==> config.mk <==
export PLATFORM = sky130hd
export DESIGN_NAME = stopwatch_display
export DESIGN_NICKNAME = d
export VERILOG_FILES = /design/src/rtl/stopwatch_display.sv
export SDC_FILE = /design/constraint.sdc
export NUM_CORES = 1
export LEC_CHECK = 0
export ABC_AREA = 1
export CAP_MARGIN = 20
export CELL_PAD_IN_SITES_DETAIL_PLACEMENT = 0
export CELL_PAD_IN_SITES_GLOBAL_PLACEMENT = 1
export CORE_ASPECT_RATIO = 2
export CORE_MARGIN = 2
export CORE_UTILIZATION = 30
export CTS_CLUSTER_SIZE = 12
export DETAILED_ROUTE_END_ITERATION = 12
export PLACE_DENSITY = 0.64
export SYNTH_ARGS = -nofsm -noshare
export SYNTH_HDL_FRONTEND = slang
export SYNTH_SLANG_ARGS = --single-unit
==> constraint.sdc <==
create_clock -name clk -period 1.7 [get_ports clk]
set_clock_uncertainty 0.05 [all_clocks]
set_input_delay 0.17 -clock clk [delete_from_list [all_inputs] [get_ports clk]]
set_output_delay 0.17 -clock clk [all_outputs]
set_load 0.1 [all_outputs]
==> src/rtl/stopwatch_display.sv <==
// -----------------------------------------------------------------------------
// stopwatch_display
//
// Takes the stopwatch counter's binary time fields, converts them to BCD with
// a sequential shift-add-3 (double dabble) engine, and drives an 8-digit
// multiplexed common-anode 7-segment display as H.MM.SS.mmm.
//
// The conversion runs continuously with a fixed 24-cycle period:
//   LOAD   (1 cycle)   snapshot inputs, saturate ms to 999, clear accumulators
//   SHIFT  (22 cycles) 10 ms bits, then 6 seconds bits, then 6 minutes bits
//   COMMIT (1 cycle)   copy all results to the digit register at once, pulse upd
// The digit register only changes in COMMIT, so the display never shows a
// half-converted value.
//
// Ports:
//   clk          in   system clock (same domain as the counter)
//   reset        in   synchronous, active-high
//   hours        in   [3:0] binary hours (10..15 displayed as 'E')
//   minutes      in   [5:0] binary minutes (60..63 shown as true values)
//   seconds      in   [5:0] binary seconds (60..63 shown as true values)
//   milliseconds in   [9:0] binary milliseconds (>999 saturates to 999)
//   blank        in   1 = all anodes off
//   an           out  [7:0] digit anodes, active-low one-hot, bit 0 = rightmost
//   seg          out  [6:0] segments {g,f,e,d,c,b,a}, active-low
//   dp           out  decimal point, active-low (lit on digits 7, 5, 3)
//   upd          out  one-cycle pulse in the cycle the digit register commits
//
// Parameter:
//   SCAN_DIV     clk cycles each digit stays lit (2 .. 2^20-1)
// -----------------------------------------------------------------------------
module stopwatch_display #(
   parameter int SCAN_DIV = 50000
) (
   input  logic       clk,
   input  logic       reset,
   input  logic [3:0] hours,
   input  logic [5:0] minutes,
   input  logic [5:0] seconds,
   input  logic [9:0] milliseconds,
   input  logic       blank,
   output logic [7:0] an,
   output logic [6:0] seg,
   output logic       dp,
   output logic       upd
);

   localparam logic [19:0] SCAN_LAST = 20'(SCAN_DIV - 1);
   localparam logic [4:0]  MS_BITS   = 5'd10;  // bit counts 0..9 shift ms
   localparam logic [4:0]  SEC_END   = 5'd16;  // 10..15 shift seconds
   localparam logic [4:0]  LAST_BIT  = 5'd21;  // 16..21 shift minutes
   localparam logic [9:0]  MS_MAX    = 10'd999;

   typedef enum logic [1:0] {
      ST_LOAD   = 2'd0,
      ST_SHIFT  = 2'd1,
      ST_COMMIT = 2'd2
   } state_t;

   state_t r_state;
   state_t w_state_next;
   logic   w_upd;

   // Conversion datapath
   logic [4:0]  r_bit_cnt;
   logic [9:0]  r_ms_sh;
   logic [5:0]  r_sec_sh;
   logic [5:0]  r_min_sh;
   logic [3:0]  r_hours_snap;
   logic [11:0] r_ms_bcd;
   logic [7:0]  r_sec_bcd;
   logic [7:0]  r_min_bcd;
   logic [11:0] w_ms_adj;
   logic [7:0]  w_sec_adj;
   logic [7:0]  w_min_adj;

   // Display side
   logic [7:0][3:0] r_digit;
   logic [19:0]     r_scan_cnt;
   logic [2:0]      r_idx;
   logic [7:0]      r_an;
   logic [6:0]      r_seg;
   logic            r_dp;

   // -------------------------------------------------------------------------
   // Add-3 correction applied to every BCD nibble before it is shifted.
   // -------------------------------------------------------------------------
   generate
      for (genvar gi = 0; gi < 3; gi++) begin : g_ms_adj
         assign w_ms_adj[gi*4 +: 4] = (r_ms_bcd[gi*4 +: 4] >= 4'd5) ?
                                      r_ms_bcd[gi*4 +: 4] + 4'd3 :
                                      r_ms_bcd[gi*4 +: 4];
      end
      for (genvar gi = 0; gi < 2; gi++) begin : g_hms_adj
         assign w_sec_adj[gi*4 +: 4] = (r_sec_bcd[gi*4 +: 4] >= 4'd5) ?
                                       r_sec_bcd[gi*4 +: 4] + 4'd3 :
                                       r_sec_bcd[gi*4 +: 4];
         assign w_min_adj[gi*4 +: 4] = (r_min_bcd[gi*4 +: 4] >= 4'd5) ?
                                       r_min_bcd[gi*4 +: 4] + 4'd3 :
                                       r_min_bcd[gi*4 +: 4];
      end
   endgenerate

   // -------------------------------------------------------------------------
   // Conversion FSM
   // -------------------------------------------------------------------------
   always_ff @(posedge clk) begin
      if (reset) begin
         r_state <= ST_LOAD;
      end else begin
         r_state <= w_state_next;
      end
   end

   always_comb begin
      w_state_next = r_state;
      w_upd        = 1'b0;
      case (r_state)
         ST_LOAD: begin
            w_state_next = ST_SHIFT;
         end
         ST_SHIFT: begin
            if (r_bit_cnt == LAST_BIT) begin
               w_state_next = ST_COMMIT;
            end
         end
         ST_COMMIT: begin
            w_upd        = 1'b1;
            w_state_next = ST_LOAD;
         end
         default: begin
            w_state_next = ST_LOAD;
         end
      endcase
   end

   // -------------------------------------------------------------------------
   // Conversion datapath and digit register
   // -------------------------------------------------------------------------
   always_ff @(posedge clk) begin
      if (reset) begin
         r_bit_cnt    <= '0;
         r_ms_sh      <= '0;
         r_sec_sh     <= '0;
         r_min_sh     <= '0;
         r_hours_snap <= '0;
         r_ms_bcd     <= '0;
         r_sec_bcd    <= '0;
         r_min_bcd    <= '0;
         r_digit      <= '0;
      end else begin
         case (r_state)
            ST_LOAD: begin
               r_ms_sh      <= (milliseconds > MS_MAX) ? MS_MAX : milliseconds;
               r_sec_sh     <= seconds;
               r_min_sh     <= minutes;
               r_hours_snap <= hours;
               r_ms_bcd     <= '0;
               r_sec_bcd    <= '0;
               r_min_bcd    <= '0;
               r_bit_cnt    <= '0;
            end
            ST_SHIFT: begin
               r_bit_cnt <= r_bit_cnt + 5'd1;
               // Fields are processed back to back, MSB first, each into its
               // own accumulator so no cross-field carry is possible.
               if (r_bit_cnt < MS_BITS) begin
                  r_ms_bcd <= {w_ms_adj[10:0], r_ms_sh[9]};
                  r_ms_sh  <= {r_ms_sh[8:0], 1'b0};
               end else if (r_bit_cnt < SEC_END) begin
                  r_sec_bcd <= {w_sec_adj[6:0], r_sec_sh[5]};
                  r_sec_sh  <= {r_sec_sh[4:0], 1'b0};
               end else begin
                  r_min_bcd <= {w_min_adj[6:0], r_min_sh[5]};
                  r_min_sh  <= {r_min_sh[4:0], 1'b0};
               end
            end
            ST_COMMIT: begin
               r_digit[0] <= r_ms_bcd[3:0];
               r_digit[1] <= r_ms_bcd[7:4];
               r_digit[2] <= r_ms_bcd[11:8];
               r_digit[3] <= r_sec_bcd[3:0];
               r_digit[4] <= r_sec_bcd[7:4];
               r_digit[5] <= r_min_bcd[3:0];
               r_digit[6] <= r_min_bcd[7:4];
               r_digit[7] <= r_hours_snap;
            end
            default: begin
               r_bit_cnt <= '0;
            end
         endcase
      end
   end

   // -------------------------------------------------------------------------
   // Scan timing: digit index advances once every SCAN_DIV cycles.
   // -------------------------------------------------------------------------
   always_ff @(posedge clk) begin
      if (reset) begin
         r_scan_cnt <= '0;
         r_idx      <= '0;
      end else if (r_scan_cnt == SCAN_LAST) begin
         r_scan_cnt <= '0;
         r_idx      <= r_idx + 3'd1;
      end else begin
         r_scan_cnt <= r_scan_cnt + 20'd1;
      end
   end

   // Active-low glyphs; any value above 9 (only reachable from hours) is 'E'.
   function automatic logic [6:0] glyph(input logic [3:0] d);
      logic [6:0] g;
      case (d)
         4'd0:    g = 7'b1000000;
         4'd1:    g = 7'b1111001;
         4'd2:    g = 7'b0100100;
         4'd3:    g = 7'b0110000;
         4'd4:    g = 7'b0011001;
         4'd5:    g = 7'b0010010;
         4'd6:    g = 7'b0000010;
         4'd7:    g = 7'b1111000;
         4'd8:    g = 7'b0000000;
         4'd9:    g = 7'b0010000;
         default: g = 7'b0000110;
      endcase
      return g;
   endfunction

   // -------------------------------------------------------------------------
   // Registered display drivers (one cycle behind index / digit register).
   // -------------------------------------------------------------------------
   always_ff @(posedge clk) begin
      if (reset) begin
         r_an  <= 8'hFE;
         r_seg <= 7'b1000000;
         r_dp  <= 1'b1;
      end else begin
         r_an  <= blank ? 8'hFF : ~(8'd1 << r_idx);
         r_seg <= glyph(r_digit[r_idx]);
         // Separator dots sit after hours, minutes and seconds.
         r_dp  <= !((r_idx == 3'd7) || (r_idx == 3'd5) || (r_idx == 3'd3));
      end
   end

   assign an  = r_an;
   assign seg = r_seg;
   assign dp  = r_dp;
   assign upd = w_upd;

endmodule
Yosys cells after proc, flatten, opt, wreduce, memory -nomap -nowiden. Memories as Yosys holds them, arrays and structs flattened. A register that Yosys moved wholly into a read port is not among the register bits. Cells that the tools add are included.

Bits in read-only memories: 112. Word-level logic and storage cells: 99. Bits of input ports: 29. Register bits: 125. Output and inout bits: 17. Memories kept: 1.

Memory list: (no name shown) (words 16, width 7, rd ports 1, clocked after Yosys merged registers in 1, write ports 0, line 212) `case (d)`.

Order comparisons: 11. $add $sub $neg: 10. Reduce and logical (&&, ||, !) cells: 10. Equality and inequality tests: 12. Mux-type cells: 31. Shift operators: 1. Bitwise gates (word level): 1.

Operators by type and width (count): two-way mux 8 bit (4); one-hot mux 8 bit (2 select lines) (2); >= comparator 4 x 3 -> 1 bit (second input constant) (7); two-way mux 6 bit (4); one-hot mux 12 bit (2 select lines) (1); one-hot mux 6 bit (2 select lines) (2); adder 20 x 1 -> 20 bit (second input constant) (1); equality test 20 x 16 -> 1 bit (second input constant) (1); two-way mux 10 bit (2); two-way mux 4 bit (5); one-hot mux 10 bit (2 select lines) (1); adder 4 x 2 -> 4 bit (second input constant) (4); binary-select mux 4 bit (select 3 bit) (1); two-way mux 12 bit (1); greater-than comparator 10 bit (second input constant) (1); != test 2 bit (second input constant) (5); one-hot mux 5 bit (2 select lines) (1); adder 3 x 2 -> 3 bit (second input constant) (3); two-way mux 3 bit (3); NOT 8 bit (1); left shift 1 x 3 -> 8 bit (first input constant) (1); equality test 3 bit (second input constant) (2); AND reduction 3 bit (2); adder 5 x 1 -> 5 bit (second input constant) (1); 17 further kinds (20).

Logic depth before layout (Yosys ltp). Gate-level depths: netlist of run 1.

Depth in word-level cells: 5. Depth in mapped cells: 13. Gate-level depth less buffers: 11.

Worst setup path after synthesis of run 1. Ideal clock, no wire load.

Path kind: flip-flop to flip-flop. Start: register r_idx[0]. End: register r_seg[6] (netlist: seg[6]). Buffers on the path: 2. Required time: 1.528 ns. Data arrival time: 1.586 ns. Cell stages (with the launch flop): 12. Period minus slack after synthesis: 1.757 ns. Setup time: 0.122 ns. Setup slack: -0.057 ns. Path through: dfxtp_1 buf_4 inv_4 buf_6 o21ai_0 nand3_1 nand2_2 inv_1 ha_1 or2_0 nand3_1 nand2_1.

Cells in the longest elaborated chain, start to end: 2.

Ends and longest elaborated chain: start: declaration (line 79) `logic [2:0] r_idx;`; start signal: assignment (line 203) `r_idx <= r_idx + 3'd1;`; binary-select mux 4 bit (select 3 bit) (line 238) `r_seg <= glyph(r_digit[r_idx]);`; two-way mux 4 bit (implied by the code) (line 238); end: declaration (line 81) `logic [6:0] r_seg;`.

No other way between the ends. The select of a mux whose other input is x is not followed. A chain may end at the register's enable or synchronous reset.

Worst setup path after layout of run 1.
Start: register r_state[1]. End: output port upd.

Cells in the longest elaborated chain, start to end: 2.

Ends and longest elaborated chain: start: declaration (line 59) `state_t r_state;`; start signal: assignment (line 110) `r_state <= w_state_next;`; equality test 2 bit (line 117) `case (r_state)`; two-way mux 1 bit (line 117); end: declaration (line 44) `output logic upd`.

No other way between the ends.

==> results of run 1 <==
[state kept, by name (all words and copies together), names as in the netlist]
register and count:
dp 1, r_sec_bcd 8, r_idx 3, r_min_sh 6, r_scan_cnt 20, r_state 2
r_bit_cnt 5, r_hours_snap 4, seg 7, r_ms_sh 10, r_ms_bcd 12, r_min_bcd 8
an 8, r_digit 32, r_sec_sh 6
[kinds of logic (layout without fill, tap and decap cells)]
family	Yosys count	after routing	share of synthesized area [%]
DFF	132	132	42.0
AOI/OAI and AO/OA	196	196	16.5
and+or+nand+nor	364	367	25.8
adders and majority gates	28	28	5.57
buffers and inverters	123	206	8.72
xor gates and xnor gates	10	10	1.39
[tightest hold or removal path: stages]
cell and delay [ns]:
clkdlybuf4s50_1 0.39, nand2_1 0.06, a31oi_1 0.07
[what timing repair did]
action                                  4_1_cts  5_1_grt
pin swaps                                     1        5
resized for setup                             2       23
endpoints found under the hold margin         2        0
hold buffers                                  1        0
cloned                                        2        3
endpoints found under the setup margin        2       30
setup buffers                                 2        7
[power by group]
part	total (uW)	switching, uW	internal [uW]
Clock	3650	1480	2170
Combinational	422	253	169
Sequential	3210	42.1	3160
[worst max path at each step]
stage               startpoint  endpoint  slack [ns]  depth (start not counted)
floorplan             r_idx[0]    seg[6]      0.0004                         11
global placement      r_idx[0]    seg[6]        0.02                         10
detailed placement    r_idx[0]    seg[6]     -0.0004                         10
CTS                 r_state[1]       upd        0.02                          5
global route          r_idx[0]    seg[3]       -0.03                         10
finish              r_state[1]       upd        0.05                          5
[metrics by stage]
| stage | setup TNS, ns | hold slack, ns | utilization (%) |
|---|---|---|---|
| after floorplan | 0 | 0.250 | - |
| after global placement | 0 | 0.378 | 34.9 |
| after detailed placement | -0.000407 | 0.388 | 34.9 |
| after CTS | 0 | 0.244 | 38.2 |
| after global routing | -0.104 | 0.278 | 39.1 |
| final | 0 | 0.257 | 39.1 |
[final cells by class]
class                      instances  area (um2)
clock buffer                      18         429
tap                              266         333
fill                            2215       12500
multi-input combinational        601        3190
timing repair buffer              86         896
inverter                          88         344
clock inverter                    14         156
sequential                       132        2650
[per-layer routing]
layer / vias up / GRT usage [%]
met4: 0 / 5.17
met1: 2603 / 15.4
met3: 13 / 3.18
met2: 69 / 30.7
met5: - / 0
li1: 2948 / -
[cells in the final DEF, fill, tap and decap left out, types with 9 or more instances in the layout]
master and n:
o211ai_1 10, nand4_1 9, nand2_1 190, buf_12 10, dfxtp_1 127, a31oi_1 13
nor2_1 68, ha_1 27, inv_1 76, clkbuf_16 17, a21oi_1 91, o21ai_0 73
clkdlybuf4s50_1 27, nand3_1 52, buf_4 43
==> results.py, run 1 <==
metrics = {
    "run_status": {
        "status": "complete, no violations",
    },
    "critical_path": {
        "critPathMaxFanout": 11,
        "worstSetupPathType": "register to primary output",
        "critPathCaptureType": "primary output",
        "slowest_stage": "dfxtp_2",
        "crit-reg2reg-launch": "r_idx[0]",
        "crit_required_ns": 1.48,
        "slowest_delay_ns": 0.34,
        "path_cells": "inv_2 -> buf_4 -> nor2_4 -> buf_12 -> buf_12",
        "reg2reg_depth": 11,
        "cp_top_family": "buffers and inverters",
        "path_common_cell": "buf_12",
        "critPathBufInv": 4,
        "cp-start-kind": "register",
        "rr_endpoint": "seg[6]",
        "worst_ep_arrival_time_ns": 1.43,
        "ff2ff_setup_slack_ns": 0.06,
    },
    "synth": {
        "ys.flop_type": "dfxtp_1",
        "synth.cells.most_frequent": "192 x nand2_1, 132 x dfxtp_1, 91 x a21oi_1, 79 x inv_1, 74 x o21ai_0",
        "synth-edff-count": 0,
        "synth.most_common_cell": "nand2_1",
        "synth_seq_cells": 132,
        "synthesis.area_mm2": 0.00629,
        "ys_async_sr_fraction_pct": 0,
        "syn_avg_cell_area_um2": 7.37,
        "yosysTopAreaCellShare_pct": 42.0,
        "yosysSeqAreaShare_pct": 42.0,
        "synthCells": 853,
        "yosys-top-cells-area": "dfxtp_1 42%, nand2_1 11%, a21oi_1 7.2%, o21ai_0 5.9%, ha_1 5.6%",
        "ys_warn_count": 0,
        "synth_top_area_cell": "dfxtp_1",
        "synthesis.nets": 910,
        "ys_types": 40,
    },
    "place": {
        "gp_congestion": 0.751,
        "dp.final_hpwl_um": 11700,
        "place_area_mm2": 0.00714,
        "place_inst": 1158,
        "numPortBuffers": 45,
        "place_ws_ns": -0.000407,
    },
    "global_route": {
        "grt_start_max_net_pins": 43,
        "grt_overflow_total": 0,
        "grt_antenna_before_repair": 0,
        "grtUsageTotal_pct": 15.5,
        "grt_pass1_vias": 5641,
        "grt_pass1_wl_um": 27200,
    },
    "die": {
        "die_x_um": 106,
        "start_util_pct": 30.7,
        "ioPinCount": 46,
        "dieArea_mm2": 0.0222,
        "die_h_um": 209,
        "core_mm2": 0.0205,
        "rows": 74,
    },
    "cells_and_area": {
        "syn_to_final_growth_pct": 27.3,
        "fin_cells": 1205,
        "fin_nets": 983,
        "diodes": 0,
        "drive_above_1_share_pct": 14.9,
        "finish.instance_area_mm2": 0.00800,
    },
    "sta": {
        "rsz0062_at_grt": "yes",
        "final.setup.worst_slack_ns": 0.0533,
        "fin_crit_sh_pct": 96.9,
        "worst-slew-pin-transition_ns": 0.508,
        "max_freq_ghz": 0.607,
        "max-slew-margin-rel_pct": 66.1,
        "fin_crit_ns": 1.65,
        "setup_violations": 0,
        "drv_slew": 0,
        "hold_violations": 0,
    },
    "cts": {
        "htree_levels": 4,
        "cts_num_sinks": 132,
        "clock_tree.buffer_depth": 2,
        "clkLatencyLatePin_ns": 0.43,
        "cts_buffers": 17,
        "tritoncts": "built",
        "cts_root_buf": "clkbuf_16",
        "path_clk_slew_ns": 0.06,
    },
    "run": {
        "cap_viol_max_count": 0,
    },
    "routing": {
        "antenna_left": 0,
        "via_per_inst": 4.67,
        "drt-met1-wl_um": 6280,
        "highest_layer": "met4",
        "drt-total-wl_um": 16600,
        "wl_met2_um": 9700,
        "wl_met3_um": 401,
        "wl_per_cell_um": 13.8,
        "remaining_drc_errors": 0,
        "drt_iter0_drc": 224,
        "drt_pass1_iterations": 4,
        "vias": 5633,
    },
    "worst_hold_path": {
        "hold_depth": 3,
        "worstHoldEndpoint": "r_min_sh[2]",
        "hold_path_class": "input port to register",
        "hold_start": "minutes[2]",
    },
    "power_and_ir_drop": {
        "p_total_uw": 7280,
        "powerDensity_mw_per_mm2": 910,
        "peakVddDrop_mv": 0.483,
        "p_leak_uw": 0.00315,
    },
}
No activity file was read; power rests on OpenSTA's default activity.
==> run 2: changes to the inputs <==
CORE_UTILIZATION = 39   (was 30)
PLACE_DENSITY = 0.79   (was 0.64)
==> results.py, run 2 (same netlist as run 1, synthesis figures left out) <==
metrics = {
    "critical_path": {
        "reg2reg_depth": 10,
        "cp-start-kind": "register",
        "ff2ff_setup_slack_ns": 0.07,
        "critPathMaxFanout": 12,
        "critPathCaptureType": "primary output",
        "crit_start": "r_state[1]",
        "rr_endpoint": "seg[6]",
        "cp-endpoint": "upd",
        "worstSetupPathType": "register to primary output",
        "worst_ep_arrival_time_ns": 1.43,
        "crit_required_ns": 1.48,
        "crit-reg2reg-launch": "r_idx[0]",
    },
    "worst_hold_path": {
        "hold_path_class": "input port to register",
        "hold_depth": 3,
        "hold_start": "minutes[1]",
    },
    "cells_and_area": {
        "syn_to_final_growth_pct": 26.3,
        "final_common_cell": "nand2_1",
        "top_regs": "r_digit (32), r_scan_cnt (20), r_ms_bcd (12)",
        "drive_above_1_share_pct": 14.4,
        "final_cell_mix": "189 x nand2_1, 130 x dfxtp_1, 91 x a21oi_1",
        "diodes": 0,
        "largest_reg_flops": 32,
        "postLayoutCoreUtil_pct": 50.3,
        "regMostFlops": "r_digit",
        "fin_nets": 982,
    },
    "die": {
        "core_mm2": 0.0158,
        "ioPinCount": 46,
        "start_util_pct": 39.8,
        "die_h_um": 184,
        "die_x_um": 93.8,
        "dieArea_mm2": 0.0172,
        "rows": 65,
    },
    "routing": {
        "remaining_drc_errors": 0,
        "vias": 5629,
        "drt_pass1_iterations": 5,
        "wl_per_cell_um": 13.3,
        "drt-total-wl_um": 15200,
        "antenna_left": 0,
        "drt_iter0_drc": 214,
        "via_per_inst": 4.94,
    },
    "sta": {
        "setup_violations": 0,
        "hold_violations": 0,
        "fin_setup_tns_ns": 0,
        "worst-slew-pin-transition_ns": 0.391,
        "fin_crit_ns": 1.65,
        "fin_crit_sh_pct": 97.3,
        "max_freq_ghz": 0.605,
        "max-slew-margin-rel_pct": 73.9,
        "drv_slew": 0,
        "whs_ns": 0.265,
        "rsz0062_at_grt": "yes",
    },
    "global_route": {
        "grtUsageTotal_pct": 18.1,
        "grt_start_max_net_pins": 44,
        "busiest_layer": "met2",
        "grt_antenna_before_repair": 0,
        "grt.met3_usage_pct": 3.73,
        "grt_pass1_vias": 5349,
        "grt_overflow_total": 0,
        "gr-usage-met1_pct": 18.3,
        "grt.met2_usage_pct": 34.9,
        "grt_pass1_wl_um": 24700,
    },
    "cts": {
        "clkLatencyLatePin_ns": 0.43,
        "htree_levels": 4,
        "cts_num_sinks": 132,
        "clock_tree.buffer_depth": 2,
        "path_clk_slew_ns": 0.06,
        "cts_root_buf": "clkbuf_16",
        "tritoncts": "built",
        "postCtsHoldBufs": 0,
        "cts_buffers": 17,
    },
    "power_and_ir_drop": {
        "clkPwrFrac_pct": 52.4,
        "powerDensity_mw_per_mm2": 959,
        "p_leak_uw": 0.00317,
        "power.internal_uw": 5940,
        "switching_power_uw": 1670,
        "pwr-share-seq_pct": 42.1,
        "p_sw_share_pct": 22.0,
        "peakVddDrop_mv": 0.667,
        "comb_power_share_pct": 5.5,
    },
    "place": {
        "numPortBuffers": 45,
        "gp_congestion": 0.829,
        "dp.final_hpwl_um": 10700,
    },
    "run": {
        "cap_viol_max_count": 0,
    },
    "run_status": {
        "status": "complete, no violations",
    },
}
## run 2: cell count changes in the layout (fill, tap and decap cells not counted), sizes merged
cell	change
buf	-1
clkinvlp	-3
clkinv	+1
bufinv	+3
clkbuf	+1
dlygate4sd3	-1
inv	-2
clkdlybuf4s50	+1
## run 2: final cells by class
class | instances | area (um2)
inverters | 88 | 347
multi-input cells | 601 | 3180
clock inverters | 13 | 208
flip-flops and latches | 132 | 2650
fillers | 1602 | 7840
repair buffers | 85 | 873
well taps | 201 | 251
clock buffers | 19 | 433
## run 2: power groups by stage
stage / Combinational, uW / Sequential [uW] / Clock, uW
global route: 474 / 3210 / 4210
finish: 419 / 3210 / 3980
detailed placement: 421 / 3270 / 0
CTS: 422 / 3210 / 4060
floorplan: 264 / 3270 / 0
global placement: 418 / 3270 / 0
## run 2: how the worst min path moves through the flow
| stage | endpoint | slack [ns] |
|---|---|---|
| after floorplan | an[0] | 0.25 |
| after global placement | r_scan_cnt[0] | 0.38 |
| after detailed placement | r_sec_sh[4] | 0.39 |
| after CTS | r_min_sh[1] | 0.26 |
| after global routing | r_min_sh[4] | 0.28 |
| final | r_min_sh[1] | 0.27 |
## run 2: worst max-delay path: stages, from the launching register on
cell and delay (ns):
dfxtp_1 0.35, inv_2 0.05, buf_4 0.15, nor2_4 0.12
buf_12 0.15, buf_12 0.17
## run 2: repair_timing
| action | CTS | global route |
|---|---|---|
| endpoints found under the setup margin | 2 | 26 |
| buffers inserted | 3 | 7 |
| resized for setup | 1 | 23 |
| gates cloned | 2 | 3 |
| pin swaps | 2 | 6 |
## run 2: metal layers
layer	share of wire (%)	up-vias
li1	-	2945
met3	2.4	22
met2	58	91
met1	38	2571
met4	2.2	0
met5	0	-
## run 2: through the flow
stage                     setup WS (ns)  std cells  instance area, um2  total power, uW
after CTS                       0.00620       1129                7790             7690
after global placement           0.0120       1092                7060             3690
after floorplan                0.000422        853                6290             3540
final                            0.0461       1139                7940             7610
after detailed placement        -0.0174       1092                7060             3700
after global routing            -0.0242       1139                7940             7890
==> run 3: changes to the inputs <==
CORE_ASPECT_RATIO = 0.9   (was 2)
==> results.py, run 3 (same netlist as run 1, synthesis figures left out) <==
metrics = {
    "sta": {
        "hold_violations": 0,
        "max-slew-margin-rel_pct": 72.1,
        "drv_slew": 0,
        "max_freq_ghz": 0.625,
        "fin_crit_ns": 1.60,
        "fin_crit_sh_pct": 94.1,
        "worst-slew-pin-transition_ns": 0.417,
        "fin_setup_tns_ns": 0,
        "setup_violations": 0,
        "rsz0062_at_grt": "yes",
    },
    "global_route": {
        "grt_overflow_total": 0,
        "grt_start_max_net_pins": 42,
        "grt_pass1_wl_um": 24300,
        "grt_pass1_vias": 4936,
        "grtUsageTotal_pct": 17.8,
        "grt_antenna_before_repair": 0,
    },
    "critical_path": {
        "critPathMaxFanout": 6,
        "crit-reg2reg-launch": "r_idx[0]",
        "critPathCaptureType": "register",
        "crit_required_ns": 1.99,
        "ff2ff_setup_slack_ns": 0.10,
        "cp-start-kind": "register",
        "rr_endpoint": "seg[1]",
        "reg2reg_depth": 10,
        "worst_ep_arrival_time_ns": 1.89,
        "worstSetupPathType": "register to register",
    },
    "cells_and_area": {
        "n_fill_cell": 1585,
        "drive_above_1_share_pct": 12.6,
        "top_regs": "r_digit (32), r_scan_cnt (20), r_ms_bcd (12)",
        "seq_area_mm2": 0.00265,
        "postLayoutCoreUtil_pct": 47.9,
        "fin_nets": 965,
        "multi_input_area_mm2": 0.00319,
        "largest_reg_flops": 32,
        "diodes": 0,
        "fin_cells": 1128,
        "final_cell_mix": "191 x nand2_1, 129 x dfxtp_1, 91 x a21oi_1",
        "regMostFlops": "r_digit",
        "final_common_cell": "nand2_1",
        "syn_to_final_growth_pct": 21.6,
    },
    "die": {
        "core_mm2": 0.0160,
        "dieArea_mm2": 0.0172,
        "die_x_um": 138,
        "rows": 44,
        "start_util_pct": 39.4,
        "die_h_um": 124,
        "ioPinCount": 46,
    },
    "run": {
        "cap_viol_max_count": 0,
    },
    "power_and_ir_drop": {
        "pwr-share-seq_pct": 45.2,
        "switching_power_uw": 1570,
        "power.internal_uw": 5520,
        "p_leak_uw": 0.00299,
        "p_sw_share_pct": 22.2,
        "clkPwrFrac_pct": 48.9,
        "peakVddDrop_mv": 0.791,
        "powerDensity_mw_per_mm2": 929,
        "comb_power_share_pct": 5.9,
    },
    "worst_hold_path": {
        "hold_depth": 2,
        "worstHoldEndpoint": "seg[2]",
        "hold_path_class": "input port to register",
        "hold_start": "reset",
    },
    "place": {
        "gp_congestion": 0.823,
        "numPortBuffers": 45,
        "place_inst": 1092,
        "dp.final_hpwl_um": 9960,
    },
    "cts": {
        "tritoncts": "built",
        "cts_root_buf": "clkbuf_16",
        "cts_buffers": 17,
        "clkLatencyLatePin_ns": 0.42,
        "cts_num_sinks": 132,
        "path_clk_slew_ns": 0.05,
        "htree_levels": 4,
        "clock_tree.buffer_depth": 2,
    },
    "routing": {
        "wl_per_cell_um": 13.0,
        "via_per_inst": 4.93,
        "drt_pass1_iterations": 5,
        "drt_iter0_drc": 348,
        "drt-total-wl_um": 14700,
        "antenna_left": 0,
        "drt-met1-wl_um": 7670,
        "wl_met2_um": 6230,
        "wl_met3_um": 543,
        "remaining_drc_errors": 0,
        "vias": 5565,
        "highest_layer": "met4",
    },
    "run_status": {
        "status": "complete, no violations",
    },
}
[run 3: per-stage QoR]
step / worst slack [ns] / instance area [um2] / hold WS [ns] / total power, uW
after CTS: 0.00265 / 7520 / 0.0428 / 7190
after global routing: -0.0366 / 7640 / 0.0714 / 7390
final: 0.101 / 7640 / 0.0664 / 7100
after detailed placement: 0.0179 / 6960 / 0.387 / 3690
after global placement: 0.0340 / 6960 / 0.378 / 3690
after floorplan: 0.000422 / 6290 / 0.250 / 3540
[run 3: worst max-delay path by stage]
| stage | from | end | slack, ns | cells after the start |
|---|---|---|---|---|
| final | r_idx[0] | seg[1] | 0.10 | 10 |
| after global routing | r_idx[0] | seg[6] | -0.04 | 11 |
| after CTS | r_idx[0] | seg[6] | 0.003 | 10 |
| after detailed placement | r_idx[0] | seg[6] | 0.02 | 10 |
| after global placement | r_idx[0] | seg[6] | 0.03 | 10 |
| after floorplan | r_idx[0] | seg[6] | 0.0004 | 11 |
[run 3: area by class of cell]
| class | count | area share (%) |
|---|---|---|
| timing repair buffer | 70 | 8.59 |
| multi-input combinational | 599 | 41.8 |
| clock buffer | 27 | 6.19 |
| inverter | 88 | 4.45 |
| clock inverter | 5 | 0.982 |
| tap | 207 | 3.39 |
| sequential | 132 | 34.6 |
[run 3: power by group through the flow]
| stage | clock (uW) | sequential (uW) | combinational [uW] |
|---|---|---|---|
| floorplan | 0 | 3270 | 264 |
| global placement | 0 | 3270 | 417 |
| detailed placement | 0 | 3280 | 419 |
| CTS | 3560 | 3210 | 420 |
| global route | 3700 | 3220 | 474 |
| finish | 3470 | 3210 | 421 |
[run 3: per-layer routing]
layer  track usage (%)  vias to the layer above
met5                 0                        -
met4              5.70                        0
met3              4.56                       18
met2              26.3                       94
met1              25.4                     2526
li1                  -                     2927
[run 3: critical path, cell delays in order, from the launching register on]
cell,delay [ns]
dfxtp_4,0.41
buf_6,0.13
nor2_4,0.03
nor2_1,0.08
o21ai_1,0.07
nand3_1,0.10
nand2_2,0.07
buf_4,0.16
ha_4,0.27
nand2_1,0.05
a21oi_1,0.12
[run 3: what timing repair did]
action,in CTS,in global routing
endpoints found under the setup margin,1,30
pin swaps,0,10
hold buffers,0,0
gates cloned,0,1
buffers inserted,0,3
resized for setup,1,31
